### src/rtl/instr_encoder_loader_pkg.sv
// instr_encoder_loader_pkg: shared field widths, addressing-mode encodings and loader FSM states.
package instr_encoder_loader_pkg;
    localparam int OPCODE_W  = 5;
    localparam int REG_W     = 9;
    localparam int PAYLOAD_W = 27;
    localparam int INSTR_W   = 32;
    localparam logic [1:0] MODO_I  = 2'b00;
    localparam logic [1:0] MODO_J  = 2'b01;
    localparam logic [1:0] MODO_R  = 2'b10;
    localparam logic [1:0] MODO_JS = 2'b11;
    typedef enum logic [1:0] {IDLE, WRITE, FULL} state_t;
endpackage

### src/rtl/instr_encoder_loader_packer.sv
// instr_field_packer: packs opcode and register fields into a 32-bit word by addressing mode.
// Flags a nonzero field that the mode drops when CHECK is set.
module instr_field_packer
    import instr_encoder_loader_pkg::*;
#(
    parameter bit CHECK = 1'b0
) (
    input  logic [OPCODE_W-1:0] opcode,
    input  logic [1:0]          modo,
    input  logic [REG_W-1:0]    ra,
    input  logic [REG_W-1:0]    rb,
    input  logic [REG_W-1:0]    rc,
    output logic [INSTR_W-1:0]  word,
    output logic                unused_nz
);
    logic [PAYLOAD_W-1:0] payload;
    always_comb begin
        payload   = modo == MODO_I ? {ra, rb, 9'd0} :
                    modo == MODO_J ? {rb, 18'd0} :
                    modo == MODO_R ? {rc, ra, rb} : {rc, rb, 9'd0};
        unused_nz = CHECK && (modo == MODO_I ? |rc :
                              modo == MODO_J ? (|ra || |rc) :
                              modo == MODO_JS ? |ra : 1'b0);
        word      = {opcode, payload};
    end
endmodule

### src/rtl/instr_encoder_loader.sv
// instr_encoder_loader: accepts operand bundles and writes encoded words to consecutive memory addresses.
// Optional ENCODER_FIELD_CHECK_EN enables the sticky erro flag for nonzero unused fields.
module instr_encoder_loader
    import instr_encoder_loader_pkg::*;
#(
    parameter int ADDR_W = 8,
    parameter int BASE   = 0,
    parameter int DEPTH  = 256
) (
    input  logic                         clock,
    input  logic                         reset_n,
    input  logic                         clear,
    input  logic                         in_valid,
    output logic                         in_ready,
    input  logic [OPCODE_W-1:0]          opcode,
    input  logic [1:0]                   modo,
    input  logic [REG_W-1:0]             ra,
    input  logic [REG_W-1:0]             rb,
    input  logic [REG_W-1:0]             rc,
    output logic                         mem_we,
    output logic [ADDR_W-1:0]            mem_addr,
    output logic [INSTR_W-1:0]           mem_wdata,
    input  logic                         mem_ack,
    output logic [$clog2(DEPTH+1)-1:0]   count,
    output logic                         full,
    output logic                         erro
);
    localparam int CNT_W = $clog2(DEPTH + 1);
`ifdef ENCODER_FIELD_CHECK_EN
    localparam bit CHECK = 1'b1;
`else
    localparam bit CHECK = 1'b0;
`endif
    state_t state, state_nx;
    logic [INSTR_W-1:0] word;
    logic [CNT_W-1:0] count_inc;
    logic bad, accept, done;

    instr_field_packer #(.CHECK(CHECK)) u_packer (
        .opcode(opcode), .modo(modo), .ra(ra), .rb(rb), .rc(rc),
        .word(word), .unused_nz(bad)
    );

    assign count_inc = count + 1'b1;
    assign accept    = state == IDLE && in_valid;
    assign done      = state == WRITE && mem_ack;

    always_comb begin
        in_ready = state == IDLE;
        mem_we   = state == WRITE;
        full     = state == FULL;
        state_nx = clear  ? IDLE :
                   accept ? WRITE :
                   done   ? (count_inc == CNT_W'(DEPTH) ? FULL : IDLE) : state;
    end

    // clear outranks a same-cycle ack, so an aborted write never advances address or count
    always_ff @(posedge clock or negedge reset_n) begin
        if (!reset_n) begin
            state     <= IDLE;
            mem_addr  <= ADDR_W'(BASE);
            mem_wdata <= '0;
            count     <= '0;
            erro      <= 1'b0;
        end else begin
            state <= state_nx;
            if (clear) begin
                mem_addr <= ADDR_W'(BASE);
                count    <= '0;
                erro     <= 1'b0;
            end else begin
                if (accept) begin
                    mem_wdata <= word;
                    erro      <= erro | bad;
                end
                if (done) begin
                    mem_addr <= mem_addr + 1'b1;
                    count    <= count_inc;
                end
            end
        end
    end
endmodule

### config.mk
export PLATFORM = sky130hd
export DESIGN_NAME = instr_encoder_loader
export DESIGN_NICKNAME = d
export VERILOG_FILES = /design/src/rtl/instr_encoder_loader_pkg.sv /design/src/rtl/instr_encoder_loader_packer.sv /design/src/rtl/instr_encoder_loader.sv
export SDC_FILE = /design/constraint.sdc
export NUM_CORES = 1
export LEC_CHECK = 0
export CAP_MARGIN = 0
export CORE_MARGIN = 2
export CORE_UTILIZATION = 25
export DETAILED_ROUTE_END_ITERATION = 10
export GPL_TIMING_DRIVEN = 1
export SLEW_MARGIN = 10
export SYNTH_ARGS = -nofsm -noshare
export SYNTH_HDL_FRONTEND = slang
export SYNTH_SLANG_ARGS = --single-unit
export TNS_END_PERCENT = 30
### constraint.sdc
create_clock -name clock -period 1.8 [get_ports clock]
set_input_delay 0.18 -clock clock [delete_from_list [all_inputs] [get_ports clock]]
set_output_delay 0.18 -clock clock [all_outputs]
set_load 0.005 [all_outputs]
==> run summary <==
The relative area change from synthesis to final layout came out at 48.03%. The highest ir drop seen on vdd is 0.0003068 V. The maximum buffer depth of the clock tree is 2. TritonCTS built the clock tree. The startpoint kind of the worst setup timing path is a flip-flop. The chip height came out at 105.4 um. By instance count, the leading cell after synthesis is sky130_fd_sc_hd__nand2_1. The initial antenna violation count is 0. Entering global routing, the biggest net connects 52 pins. The origin of the worst setup path is state[1]$_DFFE_PN0P_. Dividing total power by cell area gives a power density of 733.6 nW/um^2. By startpoint and endpoint, the worst setup path is classified as reg -> out. The post-route antenna net violation count came out at 0. The die width is 105.4 um. The fraction of synthesis flops using an asynchronous set or reset pin came out at 100.0%. The wire-length estimate of the detail-placed layout is 5140 um. The instance count after placement with tap cells included came out at 498. The kind of capture point of the worst setup path is a primary output. The number of standard cells in the layout, taps in and fillers out came out at 506.

The total count of hold-check failures in the final report is 0. The routed via count came out at 2,265. The number of primary I/O pins is 92.

The internal reg-to-reg setup slack came out at 200 ps. The library cell with the largest summed area after synthesis is sky130_fd_sc_hd__dfrtp_1. The total CTS buffers came out at 5.

The post-synth net total came out at 316. After synthesis, the largest area contributor takes up 49.68% of total cell area. The run finished with clean final reports. The area of the core region came out at 10,140 sq um.

The final cycle utilization of the critical path is 93.39%. The leakage power is 1.604 nW. The global-route wire length before repair is 11,240 um. The final weighted congestion in routability-driven placement is 0.8125.

On the final layout, the worst hold slack is 400.0 ps. Ranked by instance count, the synthesized netlist is headed by sky130_fd_sc_hd__nand2_1, sky130_fd_sc_hd__dfrtp_1, sky130_fd_sc_hd__nor2_1, sky130_fd_sc_hd__a21oi_1. The number of input and output port buffers inserted came out at 90. The class of the tightest hold or removal check is in -> reg. The critical path required time came out at 1620 ps. The first TritonRoute pass finished after 4 iterations. The number of placement rows is 37. The tool flagged a number of max-cap violations equal to 0. The synthesized design contains 51 register bits.

The total track usage is 12.45%. The number of flops mapped to enable cells by yosys is 0. The sequential element share of the synthesized area is 49.68%. The number of inserted diodes is 0. The starting density of the core is 25.34%. Setup repair after global routing left no endpoint under its margin. The setup-violating endpoint count in the final report is 0. Yosys printed 0 warnings. The number of max-slew violations in the final report came out at 0. The fmax came out at 594.9 MHz. Summing every instance area after synthesis gives 2569 sq um. The post-cts gate resize count is 0. Ranked by total cell area, the synthesized netlist is headed by sky130_fd_sc_hd__dfrtp_1, sky130_fd_sc_hd__nand2_1, sky130_fd_sc_hd__nor2_1. The fraction of final layout cells sized beyond drive strength 1 came out at 10.81%. In the synthesized netlist, the number of instances is 275.

Summed over all layers, the global routing overflow is 0. The number of global-route vias before repair came out at 2,285. A synthesized cell averages 9.341 sq um. In this run the critical register-to-register path is launched from count[0]$_DFFE_PN0P_. The highest fanout seen on the critical path came out at 6. The post-CTS clock slew at the launch and capture registers of the worst setup and hold paths came out at 90 ps. The root buffer cell chosen for the clock tree is sky130_fd_sc_hd__clkbuf_8.

The number of DRC markers in iteration 0 is 49. The H-tree was split into 2 levels. The die covers 11,100 sq um. The worst hold path begins at opcode[0]. The utilization after layout is 37.50%.

The detail-routed net length per standard cell is 13.51 um. Counting the fill cells in the layout gives 1,045. The post-detailed-route via-to-cell ratio is 4.476. The number of nets in the finished design is 411. The residual DRC count is 0.

The later-pin clock latency in the skew report came out at 300 ps. The clock net in this run drives a total of 51 sinks. The shortest period the worst path allows came out at 1681 ps.

The post-synthesis cell type count came out at 38. Between clock sinks in the finished design, the worst skew comes to 7.078 ps. For this run, the leading register cell type out of synthesis is sky130_fd_sc_hd__dfrtp_1.

The wire length after detailed routing came out at 6835 um. Once the clock tree was built, the setup fixing pass inserted 0 buffers. The arrival time reported for the critical path endpoint came out at 1500 ps. The aggregate negative setup slack came out at 0 ps.
## kinds of logic after synthesis
kind of cell               Yosys count  synth area share (%)
DFF                                 51                 49.68
xor gates and xnor gates            16                 5.748
other                                1                0.1460
and+or+nand+nor                    135                 24.89
buffers and inverters               19                 4.042
adders and majority gates            2                0.9740
AOI/OAI and AO/OA                   42                 11.01
muxes                                9                 3.507
## worst max-delay path, cell delays in order (launching register included)
cell and delay (ps):
sky130_fd_sc_hd__dfrtp_1 450, sky130_fd_sc_hd__inv_1 110, sky130_fd_sc_hd__nor2_1 130, sky130_fd_sc_hd__clkdlybuf4s50_1 510
## where the power goes
group	internal, mW	total (mW)	switching (mW)
sequential	1.26	1.34	0.0738
clock	0.407	0.800	0.393
combinational	0.389	0.653	0.265
total	2.06	2.79	0.731
## area by class of cell
type | instances | area, sq um | share of cell area [%]
multi-input combinational | 205 | 1194 | 31.39
timing repair buffer | 105 | 1049 | 27.57
clock inverter | 2 | 37.54 | 0.9872
inverter | 2 | 7.507 | 0.1974
sequential | 51 | 1276 | 33.56
clock buffer | 5 | 68.82 | 1.810
tap | 136 | 170.2 | 4.475
## layout by cell type (no fill, tap or decap), drive strengths merged, types with 5 or more instances in the layout
cell type,count
xnor2,10
nand4,6
nand2,54
o21ai,14
clkdlybuf4s50,89
dfrtp,51
nor3,6
buf,15
a221oi,7
clkbuf,5
nand3,12
mux2i,9
nor2,42
nor2b,5
a21oi,16
xor2,6
## state kept, by name (all words and copies together), names as in the netlist
signal and cells:
state 2, count 9, mem_addr 8, mem_wdata 32
## per-layer routing
metal	up-vias	routed length (um)	global-route usage [%]
met5	-	0	0
met4	0	19	2.381
met3	2	558	4.576
met2	66	3313	21.29
met1	1080	2944	15.06
li1	1117	-	-
## final timing paths
path / to / depth (start not counted)
worst max-delay path: full / 3
worst min-delay path: mem_wdata[27]$_DFFE_PN0P_ / 3
worst max register to register: state[1]$_DFFE_PN0P_ / 5
worst min register to register: mem_wdata[8]$_DFFE_PN0P_ / 2
max in group asynchronous: mem_wdata[25]$_DFFE_PN0P_ / 3
min in group asynchronous: mem_wdata[1]$_DFFE_PN0P_ / 3
## metrics by stage
stage	cell area, sq um	worst slack [ps]	power, mW
floorplan	2569	368.6	1.570
global placement	3686	107.2	2.012
detailed placement	3686	92.25	2.020
CTS	3802	104.9	2.838
global route	3802	45.81	2.946
finish	3802	119.0	2.789
## repair_timing
item / CTS / global route
endpoints found under the hold margin: 51 / 0
hold buffers: 1 / 0
endpoints found under the setup margin: 0 / 0
Note: power is estimated with default switching activity, not from simulation.
